<file path="src/rtl/servo_pkg.sv">
// Shared types and default constants for the servo slew / PWM chain.
package servo_pkg;

  localparam int MAG_W = 17;

  typedef logic [MAG_W-1:0] mag_t;

  typedef enum logic [1:0] {
    IDLE = 2'd0,
    UP   = 2'd1,
    DOWN = 2'd2
  } slew_state_t;

  localparam int unsigned SERVO_MAX_MAG = 22800;
  localparam int unsigned SERVO_CENTRE  = 11400;

  function automatic mag_t clamp_mag(input mag_t value, input mag_t limit);
    return (value > limit) ? limit : value;
  endfunction

endpackage

</file>
<file path="src/rtl/tick_gen.sv">
// Frame-rate prescaler: one-cycle registered strobe every TICK_DIV clocks,
// first strobe TICK_DIV cycles after reset release.
module tick_gen #(
  parameter int unsigned TICK_DIV = 1000000
) (
  input  logic clk,
  input  logic reset_n,
  output logic tick
);

  localparam int CW = (TICK_DIV > 1) ? $clog2(TICK_DIV) : 1;
  localparam logic [CW-1:0] LAST = CW'(TICK_DIV - 1);

  logic [CW-1:0] count;

  always_ff @(posedge clk) begin
    if (!reset_n) begin
      count <= '0;
      tick  <= 1'b0;
    end else begin
      tick  <= (count == LAST);
      count <= (count == LAST) ? '0 : count + CW'(1);
    end
  end

endmodule

</file>
<file path="src/rtl/servo_slew.sv">
// Clamps commanded servo targets and slews the PWM magnitude toward them,
// at most STEP per frame tick.
//
//   state | meaning
//   IDLE  | magnitude == target
//   UP    | magnitude <  target, stepping up on each tick
//   DOWN  | magnitude >  target, stepping down on each tick
module servo_slew
  import servo_pkg::*;
#(
  parameter int unsigned TICK_DIV = 1000000,
  parameter int unsigned STEP     = 240,
  parameter int unsigned MAX_MAG  = SERVO_MAX_MAG,
  parameter int unsigned INIT_MAG = SERVO_CENTRE
) (
  input  logic             clk,
  input  logic             reset_n,
  input  logic             cmd_valid,
  output logic             cmd_ready,
  input  logic [MAG_W-1:0] cmd_target,
  input  logic             hold,
  output logic [MAG_W-1:0] magnitude,
  output logic             at_target,
  output logic             tick
);

  localparam mag_t             MAX_M  = mag_t'(MAX_MAG);
  localparam mag_t             INIT_M = mag_t'(INIT_MAG);
  localparam logic [MAG_W:0]   STEP_X = (MAG_W + 1)'(STEP);

  if (INIT_MAG > MAX_MAG) begin : g_bad_init
    $error("servo_slew: INIT_MAG must not exceed MAX_MAG");
  end
  if (STEP < 1) begin : g_bad_step
    $error("servo_slew: STEP must be at least 1");
  end

  logic tick_i;

  tick_gen #(.TICK_DIV(TICK_DIV)) u_tick (
    .clk     (clk),
    .reset_n (reset_n),
    .tick    (tick_i)
  );

  assign tick = tick_i;

  slew_state_t    state;
  slew_state_t    state_nx;
  mag_t           target;
  mag_t           target_nx;
  mag_t           mag_nx;
  logic [MAG_W:0] diff;
  logic [MAG_W:0] delta;

  // The step uses the target held before this edge; a command landing on a
  // tick only takes effect from the following tick.
  always_comb begin
    target_nx = target;
    if (cmd_valid && cmd_ready) begin
      target_nx = clamp_mag(cmd_target, MAX_M);
    end

    diff   = '0;
    delta  = '0;
    mag_nx = magnitude;
    if (tick_i && !hold) begin
      unique case (state)
        UP: begin
          diff   = {1'b0, target} - {1'b0, magnitude};
          delta  = (diff > STEP_X) ? STEP_X : diff;
          mag_nx = mag_t'({1'b0, magnitude} + delta);
        end
        DOWN: begin
          diff   = {1'b0, magnitude} - {1'b0, target};
          delta  = (diff > STEP_X) ? STEP_X : diff;
          mag_nx = mag_t'({1'b0, magnitude} - delta);
        end
        default: mag_nx = magnitude;
      endcase
    end

    if (mag_nx == target_nx) begin
      state_nx = IDLE;
    end else if (mag_nx < target_nx) begin
      state_nx = UP;
    end else begin
      state_nx = DOWN;
    end
  end

  always_ff @(posedge clk) begin
    if (!reset_n) begin
      cmd_ready <= 1'b0;
      target    <= INIT_M;
      magnitude <= INIT_M;
      state     <= IDLE;
      at_target <= 1'b1;
    end else begin
      cmd_ready <= 1'b1;
      target    <= target_nx;
      magnitude <= mag_nx;
      state     <= state_nx;
      at_target <= (state_nx == IDLE);
    end
  end

endmodule
</file>
<file path="config.mk">
export PLATFORM = sky130hd
export DESIGN_NAME = servo_slew
export DESIGN_NICKNAME = d
export VERILOG_FILES = /design/src/rtl/servo_pkg.sv /design/src/rtl/tick_gen.sv /design/src/rtl/servo_slew.sv
export SDC_FILE = /design/constraint.sdc
export NUM_CORES = 1
export LEC_CHECK = 0
export BUFFER_PORTS_ARGS = -buffer_cell sky130_fd_sc_hd__buf_2
export CAP_MARGIN = 25
export CORE_MARGIN = 2
export CORE_UTILIZATION = 32
export CTS_BUF_LIST = sky130_fd_sc_hd__clkbuf_4 sky130_fd_sc_hd__clkbuf_8 sky130_fd_sc_hd__clkbuf_16
export CTS_CLUSTER_SIZE = 14
export DETAILED_ROUTE_END_ITERATION = 8
export PLACE_DENSITY = 0.52
export SLEW_MARGIN = 20
export SYNTH_ARGS = -nofsm -noshare
export SYNTH_HDL_FRONTEND = slang
export SYNTH_HIERARCHICAL = 1
export SYNTH_SLANG_ARGS = --single-unit
</file>
<file path="constraint.sdc">
create_clock -name clk -period 6.02 [get_ports clk]
set_clock_uncertainty 0.15 [all_clocks]
set_input_delay 0.301 -clock clk [delete_from_list [all_inputs] [get_ports clk]]
set_output_delay 0.301 -clock clk [all_outputs]
set_load 0.02 [all_outputs]
</file>
### Word-level counts from Yosys, hierarchy flattened

Index checks and enable logic that the tools add are counted.

| word-level totals | value |
|---|---|
| input port bits | 21 |
| register bits | 59 |

| operators by class | value |
|---|---|
| add/sub/neg operators | 5 |
| bitwise operators | 1 |
| magnitude comparators | 4 |
| muxes and demuxes | 9 |
| equal/unequal tests | 4 |
| reductions and logical operators | 5 |

Operator list:

| cell | count |
|---|---|
| $mux W17 | 5 |
| $gt A18 B8 Y1 const B | 2 |
| $sub A17 B17 Y18 | 2 |
| $pmux W17 S2 | 1 |
| $add A20 B1 Y20 const B | 1 |
| $eq A20 B20 Y1 const B | 1 |
| $add A17 B17 Y17 | 1 |
| $eq A17 B17 Y1 | 1 |
| $gt A17 B15 Y1 const B | 1 |
| $lt A17 B17 Y1 | 1 |
| $sub A17 B17 Y17 | 1 |
| $mux W2 | 2 |
| $eq A2 B1 Y1 const B | 1 |
| $eq A2 B2 Y1 const B | 1 |
| $logic_and A1 B1 Y1 | 2 |
| $logic_not A2 Y1 | 1 |
| $reduce_or A2 Y1 | 1 |
| $logic_not A1 Y1 | 1 |
| $mux W1 | 1 |
| $not A1 Y1 | 1 |

### Depth between registers and ports, before layout

Gate-level depths: netlist of run 1.

| depth | value |
|---|---|
| word-level depth | 10 |
| depth in mapped cells | 35 |
| depth with buffers taken out | 34 |

### Cells and area by module

The synthesis of run 1 kept the hierarchy.

By module, submodules not included:

| module | area each (µm²) | cells each | sequential area each (µm²) | times used |
|---|---|---|---|---|
| servo_slew | 4,759.6 | 636 | 760.7 | 1 |
| tick_gen | 973.4 | 105 | 420.4 | 1 |

### Worst setup path before layout of run 1

OpenSTA, ideal clock, no wires.

| timing | value |
|---|---|
| path type | register to register |
| from | reg magnitude[1] |
| to | reg state[1] |
| library setup time | 116 ps |
| stages on the path, launching flop included | 35 |
| period minus slack after synthesis | 6,787 ps |
| setup slack | -767 ps |
| data arrival time | 6,521 ps |
| cells stage by stage | dfxtp_1 inv_1 ha_1 nor2b_1 o21a_1 or4_4 a31oi_4 xnor2_2 nor2b_1 nor4_4 and2_1 buf_4 nand2b_1 ha_1 nand3_1 inv_1 nor2_1 mux2i_1 o2bb2ai_1 ha_1 o21ai_0 a21oi_1 o211ai_1 a21oi_1 nor3_1 o31a_1 and3_1 a31oi_1 o211a_1 nand2_1 ha_1 nand4_1 nor4_1 a41o_1 and3b_1 |

| between the ends | value |
|---|---|
| longest elaborated chain between the ends | 9 |
| elaborated cells between the ends (all ways) | 14 |
| those cells by class | 4 x add/sub; 3 x order compare; 1 x eq/ne; 6 x mux |

Ends and longest elaborated chain:

| element | RTL line | RTL |
|---|---|---|
| start: declaration | servo_slew.sv:22 | `output logic [MAG_W-1:0] magnitude,` |
| start signal: assignment | servo_slew.sv:102 | `magnitude <= mag_nx;` |
| $sub A17 B17 Y18 (on tied branches) | servo_slew.sv:75, servo_slew.sv:70 |  |
| $gt A18 B8 Y1 (on tied branches) | servo_slew.sv:76, servo_slew.sv:71 |  |
| $mux W17 (on tied branches) | servo_slew.sv:76, servo_slew.sv:71 |  |
| $sub A17 B17 Y17 or $add A17 B17 Y17 (tied branches) | servo_slew.sv:77, servo_slew.sv:72 |  |
| $pmux W17 S2 * | servo_slew.sv:68 | `unique case (state)` |
| $mux W17 * | servo_slew.sv:67 | `if (tick_i && !hold) begin` |
| named net mag_nx[16] | servo_slew.sv:52 | `mag_t mag_nx;` |
| $lt A17 B17 Y1 | servo_slew.sv:85 | `end else if (mag_nx < target_nx) begin` |
| $mux W2 | servo_slew.sv:85 |  |
| $mux W2 * | servo_slew.sv:83 | `if (mag_nx == target_nx) begin` |
| end signal: assignment | servo_slew.sv:103 | `state <= state_nx;` |
| end: declaration | servo_slew.sv:48 | `slew_state_t state;` |

Mark *: on every way through the listed nets, which the timed path passes. The rest lies on a longest branch.
A chain may end at the register's enable or synchronous reset.

### Final worst setup path of run 1

| timing | value |
|---|---|
| from | reg target[0] |
| to | reg state[1] |

| between the ends | value |
|---|---|
| longest elaborated chain between the ends | 9 |
| elaborated cells between the ends (all ways) | 15 |
| those cells by class | 4 x add/sub; 3 x order compare; 1 x eq/ne; 7 x mux |

Ends and longest elaborated chain:

| element | RTL line | RTL |
|---|---|---|
| start: declaration | servo_slew.sv:50 | `mag_t target;` |
| start signal: assignment | servo_slew.sv:101 | `target <= target_nx;` |
| $sub A17 B17 Y18 (on tied branches) | servo_slew.sv:75, servo_slew.sv:70 |  |
| $gt A18 B8 Y1 (on tied branches) | servo_slew.sv:76, servo_slew.sv:71 |  |
| $mux W17 (on tied branches) | servo_slew.sv:76, servo_slew.sv:71 |  |
| $sub A17 B17 Y17 or $add A17 B17 Y17 (tied branches) | servo_slew.sv:77, servo_slew.sv:72 |  |
| $pmux W17 S2 * | servo_slew.sv:68 |  |
| $mux W17 * | servo_slew.sv:67 |  |
| named net mag_nx[15] | servo_slew.sv:52 |  |
| $lt A17 B17 Y1 | servo_slew.sv:85 |  |
| $mux W2 | servo_slew.sv:85 |  |
| $mux W2 * | servo_slew.sv:83 |  |

Marks and branches as above.

==> flow_summary.yaml, run 1 <==
pwr:
  powerDensity_mw_per_mm2: 216
  power_frac_comb: 0.463
  switching_power_uw: 604
  power.internal_mw: 1.14
  ir_drop_mv: 0.242
  clockPowerShare: 0.297
  switching_share: 0.346
  leakagePower_nw: 3.67
  power.total_mw: 1.75
  sequentialPowerShare: 0.239
layout:
  diodes: 0
  syn_to_final_growth_pct: 41.2
  layout.cells.non_filler: 1175
  drive_gt1_frac: 0.353
  utilization: 0.465
  finalInstanceArea_mm2: 0.00809
  layout_commonest_cell: "buf_4"
  fin_nets: 1040
  final_cell_mix: "buf_4 (179), nand2_1 (64), ha_1 (62)"
placed_design:
  numPortBuffers: 40
  dp_cells: 1146
  dp_hpwl_um: 15600
  placed_area_mm2: 0.00743
  place_ws_ns: -0.611
  gp_congestion: 0.911
routing:
  firstDrtPassIters: 8
  vias_per_cell: 5.13
  num_vias: 6026
  wl_per_cell_um: 16.2
  drc: 0
  ant_nets: 0
  routed_wl_um: 19100
  drt_iter0_drc: 544
timing:
  max_freq_mhz: 157
  worst_slack_ns: -0.340
  finalCritPeriodShare: 1.06
  slew_violations: 0
  setup_tns_ns: -0.989
  worst_pin_slew_ns: 0.708
  setup_violations: 3
  rsz0062_at_grt: "true"
  min_period_ns: 6.36
  finalHoldViolCount: 0
  hold-worst-slack_ns: 0.0976
  max_slew_margin: 0.528
global_routing:
  grt_start_max_net_pins: 37
  grt_pass1_vias: 5764
  overflow: 0
  grt.total_usage: 0.206
  antenna_found_initial: 0
  grt_pass1_wl_um: 30300
setup_path:
  setup.worst_path.class: "flip-flop to flip-flop"
  critPathMaxStageDelay_ns: 0.35
  cp-startpoint: "target[0]"
  setup.worst_path.end_class: "flip-flop"
  start_kind: "flip-flop"
  reg2reg_depth: 33
  reg2reg_to: "state[1]"
  cp.required_ns: 6.09
  rrSetupSlack_ns: -0.34
  critPathMaxFanout: 4
  critPathSlowestCell: "fa_2"
  r2r-start: "target[0]"
  crit_arrival_ns: 6.43
clocking:
  htreeDepth: 3
  numClockSinks: 59
  clockRootBuffer: "clkbuf_16"
  cts_tree: "yes"
  clk_path_buf_depth: 2
  clk_pin_slew_worst_paths_ns: 0.05
  cts_inserted_buffers: 9
  clk_latency_ns: 0.33
yosys:
  synth_top_area_cell: "dfxtp_1"
  synthTopCellsByArea: "dfxtp_1 (21%), ha_1 (15%), nand2_1 (4.3%), xnor2_1 (4.1%), o21ai_0 (4.1%)"
  netlist_instances: 741
  ys_ff_latch: 59
  avgSynthCellArea_um2: 7.74
  ys.warnings.count: 6
  ys_types: 78
  synthArstFlopShare: 0
  synthFlopType: "dfxtp_1"
  synthDominantCellAreaShare: 0.206
  synth.yosys.seq_area_share: 0.206
  synth_edf_count: 0
  syn_area_mm2: 0.00573
  synthesis.nets: 835
run:
  maxCapViolCount: 0
die:
  die_h_um: 138
  start_util: 0.329
  core_area_mm2: 0.0174
  die_w_um: 138
  io_pins: 41
  rows: 48
  die_area_mm2: 0.0190
worst_hold_path:
  hold_class: "primary input to flip-flop"
  hold_end: "target[13]"
  min_path_cells: 3
  worstHoldStart: "cmd_target[13]"
run_status:
  run_status: "finished, violations left"
  failed_checks: "negative setup slack"
[power groups by stage]
stage               registers, mW  clock network [mW]  logic, mW
global placement            0.426                   0      0.753
CTS                         0.418               0.528      0.775
global route                0.420               0.543      0.890
finish                      0.418               0.519      0.809
detailed placement          0.426                   0      0.749
floorplan                   0.427                   0      0.456
[per-layer routing]
layer | vias up | part of all wire | track usage
met3 | 25 | 0.049 | 0.0219
met5 | - | 0 | 0
met1 | 2770 | 0.51 | 0.311
li1 | 3073 | - | -
met2 | 158 | 0.42 | 0.312
met4 | 0 | 0.016 | 0.0510
[area by class of cell]
type / count / area (µm²)
fillers: 1743 / 9320
multi-input cells: 600 / 4540
repair buffers: 220 / 1560
flip-flops and latches: 59 / 1200
well taps: 225 / 282
clock buffers: 11 / 253
inverters: 56 / 210
clock inverters: 4 / 48.8
[cell usage after synthesis, types with 16 or more instances]
master and instances:
ha_1 70, nand2_1 65, dfxtp_1 59, nor2_1 58
inv_1 52, o21ai_0 47, a21oi_1 45, xnor2_1 27
clkbuf_1 20, and2_1 19, nand3_1 16, xor2_1 16
[worst max-delay path: cells and delay by family, from the launching register on]
| family | cells | cell delay [ns] |
|---|---|---|
| DFF | 1 | 0.34 |
| buffers and inverters | 3 | 0.24 |
| muxes | 2 | 0.40 |
| adders and majority gates | 5 | 1.34 |
| and+or+nand+nor | 12 | 1.80 |
| xor gates and xnor gates | 1 | 0.17 |
| AOI/OAI and AO/OA | 10 | 1.78 |
[flip-flops by register name, summed over array words and instances (netlist names)]
name          flops
at_target         1
cmd_ready         1
magnitude        17
state             2
target           17
u_tick/count     20
u_tick/tick       1
[kinds of logic (layout without fill, tap and decap cells)]
group	count (synthesis)	after routing	share of synthesized area
DFF	59	59	0.206
buffers and inverters	82	291	0.0585
AOI/OAI and AO/OA	203	203	0.238
adders and majority gates	73	73	0.163
muxes	11	11	0.0203
and+or+nand+nor	269	269	0.246
xor gates and xnor gates	44	44	0.0685
[how the worst max path moves through the flow]
| stage | endpoint | slack [ns] | cells past startpoint |
|---|---|---|---|
| 4_1_cts | state[1] | -0.33 | 34 |
| 2_1_floorplan | state[1] | -0.25 | 35 |
| 3_5_place_dp | state[1] | -0.61 | 34 |
| 6_report | state[1] | -0.34 | 33 |
| 3_3_place_gp | state[1] | -0.44 | 32 |
| 5_1_grt | state[1] | -0.72 | 32 |
[repair_timing]
action | in CTS | in global routing
setup buffers | 5 | 9
pin swaps | 25 | 28
hold buffers | 0 | 0
resized for setup | 29 | 31
endpoints found under the hold margin | 0 | 0
cloned | 0 | 0
endpoints found under the setup margin | 3 | 3
Power figures use the tool's default switching activity.
==> inputs of run 2 (changes only) <==
CORE_ASPECT_RATIO = 1.2   (was default)
==> run 2 against run 1 <==
Net effect: the flow still finishes with violations (negative setup slack); sequential cell count is the same; critical path depth is the same; utilization grew 1.7 points; critical path type unchanged; setup slack lost 0.25 ns; critical endpoint unchanged.
==> flow_summary.yaml, run 2 (same netlist as run 1, synthesis figures left out) <==
clocking:
  clk_path_buf_depth: 2
  cts_inserted_buffers: 9
  clockRootBuffer: "clkbuf_16"
  clk_pin_slew_worst_paths_ns: 0.05
  clk_latency_ns: 0.33
  ctsHoldBuffers: 0
  htreeDepth: 3
  numClockSinks: 59
  cts_tree: "yes"
setup_path:
  critPathMaxStageDelay_ns: 0.55
  crit_top_cell: "ha_4"
  path_buf_inv: 3
  critPathSlowestCell: "or4_4"
  setup.worst_path.class: "flip-flop to flip-flop"
  critPathMaxFanout: 3
  crit_family: "simple AND/OR/NAND/NOR gates"
  setup.worst_path.end_class: "flip-flop"
  cp.required_ns: 6.09
  crit_arrival_ns: 6.68
  start_kind: "flip-flop"
global_routing:
  grt_start_max_net_pins: 37
  antenna_found_initial: 0
  grt_pass1_wl_um: 32200
  overflow: 0
  grt.total_usage: 0.213
  grt_pass1_vias: 6245
timing:
  max_slew_margin: 0.516
  min_period_ns: 6.61
  setup_violations: 3
  worst_pin_slew_ns: 0.726
  finalCritPeriodShare: 1.10
  finalHoldViolCount: 0
  worst_slack_ns: -0.592
  max_freq_mhz: 151
  slew_violations: 0
  rsz0062_at_grt: "true"
  hold-worst-slack_ns: 0.0886
placed_design:
  dp_cells: 1158
  gp_congestion: 0.882
  dp_hpwl_um: 16200
  numPortBuffers: 40
layout:
  fin_nets: 1061
  largest_register_ffs: 20
  regMostFlops: "u_tick/count"
  syn_to_final_growth_pct: 47.2
  utilization: 0.482
  nFillCells: 1729
  reg.largest.list: "u_tick/count (20), magnitude (17), target (17)"
  diodes: 0
  final_cell_mix: "buf_4 (198), nand2_1 (64), ha_1 (56)"
  drive_gt1_frac: 0.384
  layout.cells.non_filler: 1191
  layout_commonest_cell: "buf_4"
die:
  io_pins: 41
  rows: 53
  die_w_um: 126
  die_area_mm2: 0.0190
  start_util: 0.327
  core_area_mm2: 0.0175
  die_h_um: 151
worst_hold_path:
  hold_class: "primary input to flip-flop"
run_status:
  run_status: "finished, violations left"
  failed_checks: "negative setup slack"
routing:
  drt_iter0_drc: 324
  firstDrtPassIters: 5
  drc: 0
  ant_nets: 0
  num_vias: 6233
  routed_wl_um: 20400
  wl_per_cell_um: 17.1
  vias_per_cell: 5.23
pwr:
  leakagePower_nw: 3.80
  powerDensity_mw_per_mm2: 224
  ir_drop_mv: 0.175
run:
  maxCapViolCount: 0
-- run 2: metal layers --
layer / GRT usage / part of all wire
met1: 0.277 / 0.45
met5: 0 / 0
met2: 0.379 / 0.50
met3: 0.0220 / 0.033
met4: 0.0522 / 0.018
-- run 2: through the flow --
step / power [mW] / cell area (µm²) / worst slack, ns / TNS (ns)
after floorplan: 0.884 / 5830 / -0.254 / -0.422
after global placement: 1.22 / 7550 / -0.899 / -2.58
after detailed placement: 1.22 / 7550 / -0.867 / -2.50
after CTS: 1.82 / 8180 / -0.551 / -1.52
after global routing: 2.00 / 8440 / -0.894 / -2.54
final: 1.89 / 8440 / -0.592 / -1.64
-- run 2: worst min-delay path: stages --
cell	delay [ns]
buf_2	0.09
a22oi_1	0.08
nand2_1	0.07
-- run 2: repair_timing --
item                                    CTS  global route
cloned                                    0             0
buffers inserted                         13             6
pin swaps                                42            41
resized for setup                        50            47
endpoints found under the setup margin    3             5
-- run 2: path summary, 6_finish.rpt --
kind / cells after the start / end / from / slack (ns)
max: 33 / state[1] / target[2] / -0.59
max reg2reg: 33 / state[1] / target[2] / -0.59
min reg2reg: 1 / u_tick/count[0] / u_tick/count[0] / 0.33
min: 3 / target[7] / cmd_target[7] / 0.09
-- run 2: power breakdown --
part / switching, mW / leakage (nW) / internal [mW]
logic: 0.468 / 3.16 / 0.449
registers: 0.0106 / 0.484 / 0.406
clock network: 0.188 / 0.160 / 0.366
total: 0.667 / 3.80 / 1.22
-- run 2: layout make-up --
cell class              count  area [µm²]  area share
well taps                 220         275      0.0326
flip-flops and latches     59        1200       0.142
multi-input cells         600        4710       0.558
repair buffers            241        1720       0.204
inverters                  56         213      0.0252
clock inverters             3        43.8     0.00519
clock buffers              12         278      0.0329
